[config.mk]
export PLATFORM = sky130hd
export DESIGN_NAME = bcd_display_scheduler
export DESIGN_NICKNAME = d
export VERILOG_FILES = /design/src/rtl/bcd_display_scheduler_pkg.sv /design/src/rtl/bcd_digit_scanner.sv /design/src/rtl/bcd_display_scheduler.sv
export SDC_FILE = /design/constraint.sdc
export NUM_CORES = 1
export LEC_CHECK = 0
export ABC_AREA = 1
export CORE_MARGIN = 10
export CORE_UTILIZATION = 53
export CTS_CLUSTER_SIZE = 24
export DETAILED_ROUTE_END_ITERATION = 10
export GPL_TIMING_DRIVEN = 0
export PLACE_DENSITY = 0.79
export RECOVER_POWER = 25
export SKIP_CTS_REPAIR_TIMING = 1
export SLEW_MARGIN = 20
export SYNTH_ARGS = -nofsm -noshare
export SYNTH_HDL_FRONTEND = slang
export SYNTH_SLANG_ARGS = --single-unit
[constraint.sdc]
create_clock -name clk -period 2.4 [get_ports clk]
set_input_delay 0.72 -clock clk [delete_from_list [all_inputs] [get_ports clk]]
set_output_delay 0.72 -clock clk [all_outputs]
set_load 0.01 [all_outputs]
[src/rtl/bcd_display_scheduler_pkg.sv]
// bcd_display_scheduler_pkg: shared state, digit-select encodings and BCD limit
package bcd_display_scheduler_pkg;

   typedef enum logic [1:0] {IDLE, LOAD, SHOW, DONE} state_t;

   typedef enum logic [1:0] {SEL_ONES, SEL_TENS, SEL_HUNDREDS, SEL_THOUSANDS} dsel_t;

   localparam int BCD_MAX = 9999;

endpackage

[src/rtl/bcd_digit_scanner.sv]
// bcd_digit_scanner: multiplexes four latched BCD digits onto active-low anodes with leading-zero blanking
module bcd_digit_scanner
   import bcd_display_scheduler_pkg::*;
#(
   parameter int SCAN_CYCLES = 50000,
   localparam int SW = (SCAN_CYCLES > 1) ? $clog2(SCAN_CYCLES) : 1
) (
   input  logic        clk,
   input  logic        rst_n,
   input  logic [15:0] digits,
   output logic [3:0]  digit_en,
   output logic [3:0]  digit_val
);

   logic [SW-1:0] cnt;
   dsel_t         sel;
   logic [3:0]    blank;
   logic          wrap;

   assign wrap = cnt == SW'(SCAN_CYCLES - 1);

   // a digit is blanked when it and every higher digit are zero; ones always shows
   always_comb begin
      blank[3] = digits[15:12] == 4'd0;
      blank[2] = blank[3] && digits[11:8] == 4'd0;
      blank[1] = blank[2] && digits[7:4] == 4'd0;
      blank[0] = 1'b0;
   end

   // free-running scan: advance the digit select on each counter wrap and register the anode drive
   always_ff @(posedge clk or negedge rst_n) begin
      if (!rst_n) begin
         cnt       <= '0;
         sel       <= SEL_ONES;
         digit_en  <= 4'b1111;
         digit_val <= 4'd0;
      end else begin
         cnt       <= wrap ? '0 : cnt + 1'b1;
         sel       <= wrap ? dsel_t'(sel + 2'd1) : sel;
         digit_en  <= blank[sel] ? 4'b1111 : ~(4'b0001 << sel);
         digit_val <= digits[{sel, 2'b00} +: 4];
      end
   end

endmodule

[src/rtl/bcd_display_scheduler.sv]
// bcd_display_scheduler: walks a snapshot of array results through a shared BCD converter onto a 4-digit display
module bcd_display_scheduler
   import bcd_display_scheduler_pkg::*;
#(
   parameter int BITWIDTH     = 16,
   parameter int NUM_WORDS    = 16,
   parameter int DWELL_CYCLES = 50000000,
   parameter int SCAN_CYCLES  = 50000,
   localparam int IW = (NUM_WORDS > 1) ? $clog2(NUM_WORDS) : 1,
   localparam int DW = (DWELL_CYCLES > 1) ? $clog2(DWELL_CYCLES) : 1
) (
   input  logic                          clk,
   input  logic                          rst_n,
   input  logic                          start,
   input  logic                          hold,
   input  logic [NUM_WORDS*BITWIDTH-1:0] results,
   input  logic [3:0]                    bcd_thousands,
   input  logic [3:0]                    bcd_hundreds,
   input  logic [3:0]                    bcd_tens,
   input  logic [3:0]                    bcd_ones,
   output logic [BITWIDTH-1:0]           bin_out,
   output logic [IW-1:0]                 word_idx,
   output logic [3:0]                    digit_en,
   output logic [3:0]                    digit_val,
   output logic                          ovf,
   output logic                          busy,
   output logic                          done
);

   state_t               state, state_nxt;
   logic [BITWIDTH-1:0]  snap [NUM_WORDS];
   logic [DW-1:0]        cnt;
   logic [15:0]          digits;
   logic                 last, dwell_end;

   assign last      = word_idx == IW'(NUM_WORDS - 1);
   assign dwell_end = cnt == DW'(DWELL_CYCLES - 1) && !hold;
   assign busy      = state == LOAD || state == SHOW;
   assign done      = state == DONE;

   // state register
   always_ff @(posedge clk or negedge rst_n) begin
      if (!rst_n) state <= IDLE;
      else        state <= state_nxt;
   end

   // next state: LOAD is a single converter-settle cycle, SHOW dwells, DONE is a one-cycle marker
   always_comb begin
      state_nxt = state;
      unique case (state)
         IDLE:    state_nxt = start ? LOAD : IDLE;
         LOAD:    state_nxt = SHOW;
         SHOW:    state_nxt = dwell_end ? (last ? DONE : LOAD) : SHOW;
         DONE:    state_nxt = IDLE;
         default: state_nxt = IDLE;
      endcase
   end

   // snapshot, word sequencing, digit latching and dwell counting
   always_ff @(posedge clk or negedge rst_n) begin
      if (!rst_n) begin
         for (int k = 0; k < NUM_WORDS; k++) snap[k] <= '0;
         bin_out  <= '0;
         word_idx <= '0;
         digits   <= '0;
         ovf      <= 1'b0;
         cnt      <= '0;
      end else begin
         unique case (state)
            IDLE: if (start) begin
               for (int k = 0; k < NUM_WORDS; k++) snap[k] <= results[k*BITWIDTH +: BITWIDTH];
               word_idx <= '0;
               bin_out  <= results[0 +: BITWIDTH];
            end
            LOAD: begin
               digits <= {bcd_thousands, bcd_hundreds, bcd_tens, bcd_ones};
               ovf    <= 32'(bin_out) > BCD_MAX;
               cnt    <= '0;
            end
            SHOW: begin
               if (!hold) cnt <= cnt + 1'b1;
               if (dwell_end && !last) begin
                  word_idx <= word_idx + 1'b1;
                  bin_out  <= snap[word_idx + 1'b1];
               end
            end
            default: ;
         endcase
      end
   end

   bcd_digit_scanner #(.SCAN_CYCLES(SCAN_CYCLES)) u_scan (
      .clk       (clk),
      .rst_n     (rst_n),
      .digits    (digits),
      .digit_en  (digit_en),
      .digit_val (digit_val)
   );

endmodule
Yosys cells after proc, flatten, opt, wreduce, memory -nomap -nowiden

Index checks and enable logic that the tools add are counted.

Bits in registers: 347
Word-level logic and storage cells: 81

$add $sub $neg: 4
Magnitude comparators: 3
Equal/unequal tests: 9
Shift-type cells: 2
Multiplexer cells: 19
Bitwise gates (word level): 2
Reductions and logical operators: 16

Operators by type and width:

| operator                | count |
|---|---|
| $mux W16                | 5 |
| $bmux W16 S4            | 1 |
| $pmux W26 S2            | 1 |
| $pmux W16 S2            | 1 |
| $add A26 B1 Y26 const B | 1 |
| $eq A26 B26 Y1 const B  | 1 |
| $mux W26                | 1 |
| $add A16 B1 Y16 const B | 1 |
| $eq A16 B16 Y1 const B  | 1 |
| $gt A16 B14 Y1 const B  | 1 |
| $shiftx A16 B5 Y4       | 1 |
| $logic_not A4 Y1        | 3 |
| $mux W4                 | 3 |
| $pmux W2 S4             | 1 |
| $pmux W4 S2             | 1 |
| $ge A5 B5 Y1 const B    | 1 |
| $not A4 Y5              | 1 |
| $add A4 B1 Y4 const B   | 1 |
| $eq A2 B2 Y1 const B    | 2 |
| $eq A4 B4 Y1 const B    | 1 |
| $logic_and A1 B1 Y1     | 4 |
| $mux W2                 | 2 |
| $ne A2 B2 Y1 const B    | 2 |
| $not A4 Y4              | 1 |
| other kinds (13)        | 17 |

Depth between registers and ports, before layout

Word-level depth: 7
Depth in mapped cells: 13
Mapped depth without buffers: 11

Modules after synthesis

From an unflattened synthesis, not the netlist that was laid out.

Cells, all modules: 2158
Area total of the unflattened synthesis: 16946.3 µm²

Modules (own cells, without submodules):

| module                | times used | cells an instance | area an instance (µm²) | seq. area each (µm²) |
|---|---|---|---|---|
| bcd_display_scheduler | 1          | 1982              | 15573.7                | 8032.7 |
| bcd_digit_scanner     | 1          | 176               | 1372.6                 | 655.6 |

Worst setup path after synthesis

No wires, ideal clock.

Path kind: input-to-reg
Start: input start
End: register snap[111] (netlist name)
Arrival time: 1668 ps
Required time: 2275 ps
Slack: 607 ps
Stages: 4
Path buffers: 2
Cell sequence: nand2_1 -> clkbuf_1 -> buf_2 -> mux2_2

Longest elaborated chain between the ends: 1

Ends and longest elaborated chain:

| what                               | RTL line                    | RTL |
|---|---|---|
| from (decl)                        | bcd_display_scheduler.sv:14 | `input logic start,` |
| $reduce_and A2 Y1 (no source line) | -                           |  |
| to (decl)                          | bcd_display_scheduler.sv:31 | `logic [BITWIDTH-1:0] snap [NUM_WORDS];` |

No other way between the ends.
A chain may end at the register's enable or synchronous reset.

Final worst setup path

Start: register word_idx[2]
End: output word_idx[2]

RTL lines:

| what                   | RTL line                    | RTL |
|---|---|---|
| from (decl)            | bcd_display_scheduler.sv:22 | `output logic [IW-1:0] word_idx,` |
| from (signal assigned) | bcd_display_scheduler.sv:83 | `word_idx <= word_idx + 1'b1;` |

No word-level cell between the ends.

==> out/metrics.cfg <==
[run_status]
status = finished with violations
violations = capacitance limit, slew limit

[cts]
cts_buffers = 37
clock-sinks = 347
cts.path.max_buffers = 3
cts.clk_slew.worst_paths_ns = 0.06
worstSkewPairLatency_ns = 0.53
root_buffer = clkbuf_16
htreeDepth = 2
cts_tree = done

[floorplan]
die-area_sq_um = 39400
start_util = 0.536
die_h_um = 199
die_w_um = 199
num_io_pins = 307
core-area_sq_um = 31600
std_cell_rows = 65

[synth]
synth.most_common_cell = nand2_1
syn-cell-area_sq_um = 16900
yosys_warnings = 0
synth.area.top_cells = dfrtp_1 51%, nand2_1 9.4%, nand3_1 6.9%
ys_ff_latch = 347
ys.flop_type = dfrtp_1
synth.top_cell.area_share = 0.508
ys_seq_area_frac = 0.514
synthCells = 2143
synth_edf_count = 0
synth_top_cell_by_area = dfrtp_1
synth_top_cells_by_count = 425 x nand2_1, 343 x dfrtp_1, 309 x nor2_1
ys_types = 40
avgSynthCellArea_sq_um = 7.89
synthArstFlopShare = 1.00
synth_fp_nets = 2430

[grt]
grt_usage = 0.284
grt_max_degree = 103
antenna_found_initial = 7
first_global_vias = 15800
grt_overflow_total = 0
grt_pass1_wl_mm = 87.3

[setup_path]
worstPathArrival_ns = 1.64
critPathBufInv = 1
cp_num_cells = 1
required_ns = 1.68
cp_cell_sequence = clkdlybuf4s50_1
crit_fanout = 6
r2r-end = bin_out[10]
critical_path.max_stage_delay_ns = 0.64
crit-reg2reg-launch = word_idx[1]
startpoint = word_idx[2]
slowest_stage = clkdlybuf4s50_1
path_delay_family = buffers and inverters
critical_path.startpoint_type = flip-flop
path_class = reg2out
r2r_slack_ns = 0.04
timing.critical_path.to = word_idx[2]
end_kind = output port
worst_r2r_path_depth = 11

[sta]
slew_headroom = -0.361
setup_slack_ns = 0.0352
hold_viol = 0
finalMaxSlewViolations = 82
holdWs_ns = 0.462
grt_setup_unrepaired = yes
max_freq_mhz = 423
worst_pin_slew_ns = 2.04
min_period_ns = 2.36
finClkSkew_ns = 0.0148
fin_crit_sh = 0.985
setup_violations = 0

[place]
place_worst_setup_slack_ns = -0.742
place_congestion = 0.936
hpwl_mm = 43.3
dp_cells = 2854
portBuffers = 306

[run]
cap_violations = 1

[pwr]
fin_total_pwr_mw = 12.6
power_frac_comb = 0.056
p_switching_mw = 2.69
p_per_area_nw_per_um2 = 575
ir_drop_mv = 0.445
pwr-share-seq = 0.470
p_sw_frac = 0.213
p_leak_nw = 10.7
clock_power_share = 0.474
p_int_mw = 9.90

[cells_and_area]
layout-drive-gt1-share = 0.0829
syn_to_final_growth_pct = 29.6
layout.nets = 2780
final_cells = 2933
fill_cells = 2593

[detailed_routing]
viasPerCell = 5.40
antenna_left = 0
first_iter_violations = 1634
dr.pass1.iters = 7
routed_wl_mm = 56.7
wl_per_cell_um = 19.3
drc_errors = 0
vias = 15800

[hold_path]
hp-class = reg2reg
min_path_cells = 1

-- flip-flops by register name (all words and copies together), names as in the netlist --
| signal | count |
|---|---|
| bin_out | 16 |
| cnt | 26 |
| digits | 16 |
| ovf | 1 |
| snap | 256 |
| state | 2 |
| u_scan.cnt | 16 |
| u_scan.digit_en | 4 |
| u_scan.digit_val | 4 |
| u_scan.sel | 2 |
| word_idx | 4 |
-- cell families after synthesis --
kind of cell	share of synthesized area
AOI/OAI and AO/OA	0.0947
xor gates and xnor gates	0.00710
adders and majority gates	0.00814
buffers and inverters	0.0979
DFF	0.514
muxes	0.0285
and+or+nand+nor	0.250
-- per-layer routing --
| layer | track usage | wire length [um] |
|---|---|---|
| met3 | 0.0664 | 5250 |
| met4 | 0.111 | 1910 |
| met5 | 0 | 0 |
| met2 | 0.448 | 26300 |
| met1 | 0.372 | 23200 |
-- worst reg2reg max path: stages (launching register included) --
cell	delay (ns)
dfrtp_1	0.45
ha_1	0.30
clkbuf_4	0.20
inv_1	0.16
buf_6	0.20
clkbuf_4	0.23
nand3_1	0.14
nand3_1	0.15
nand3_1	0.18
nand3_1	0.13
nand3_1	0.10
nand2_1	0.07
-- worst min-delay path by stage --
stage / from / endpoint / slack, ns
3_5_place_dp: u_scan.cnt[0] / u_scan.cnt[0] / 0.45
2_1_floorplan: rst_n / bin_out[0] / 0.42
3_3_place_gp: u_scan.cnt[0] / u_scan.cnt[0] / 0.44
4_1_cts: rst_n / snap[20] / 0.21
5_1_grt: u_scan.cnt[0] / u_scan.cnt[0] / 0.49
6_report: u_scan.cnt[0] / u_scan.cnt[0] / 0.46
-- metrics by stage --
step                TNS [ns]  cell area, sq um   util
floorplan                  0             16900      -
finish                     0             21900  0.694
CTS                   -18.21             21800  0.692
detailed placement   -115.95             20600  0.652
global route               0             21900  0.694
global placement    -4999.15             20500  0.649
-- cell type report --
| class | count | area, sq um | share of cell area |
|---|---|---|---|
| flip-flops and latches | 347 | 8690 | 0.397 |
| multi-input cells | 1389 | 6570 | 0.300 |
| repair buffers | 311 | 3160 | 0.144 |
| clock buffers | 52 | 1110 | 0.0509 |
| inverters | 291 | 1090 | 0.0499 |
| plain buffers | 116 | 586 | 0.0267 |
| well taps | 402 | 503 | 0.0230 |
| clock inverters | 16 | 166 | 0.00760 |
| diodes | 9 | 22.5 | 0.00103 |
-- placed cells by master (no fill, tap or decap), drive strengths merged, types with 3 or more instances in the layout --
cell type,instances
diode,9
clkdlybuf4s50,303
inv,289
nor3,14
bufinv,3
xor2,10
o22ai,4
mux2,41
dfrtp,343
nand4,13
a21oi,213
o21ai,81
dfstp,4
clkinvlp,3
clkbuf,99
ha,11
nand3,240
nand2,427
buf,75
nor4,5
o211ai,3
nor2,312
a31oi,3
clkinv,12
-- power by group through the flow --
stage | clock, mW | combinational [mW] | sequential (mW)
2_1_floorplan | 0 | 0.0750 | 6.01
3_3_place_gp | 0 | 0.685 | 6.02
3_5_place_dp | 0 | 0.708 | 6.02
4_1_cts | 6.03 | 0.716 | 5.91
5_1_grt | 6.27 | 0.765 | 5.91
6_report | 5.96 | 0.708 | 5.91
(Power assumes the default switching activity.)
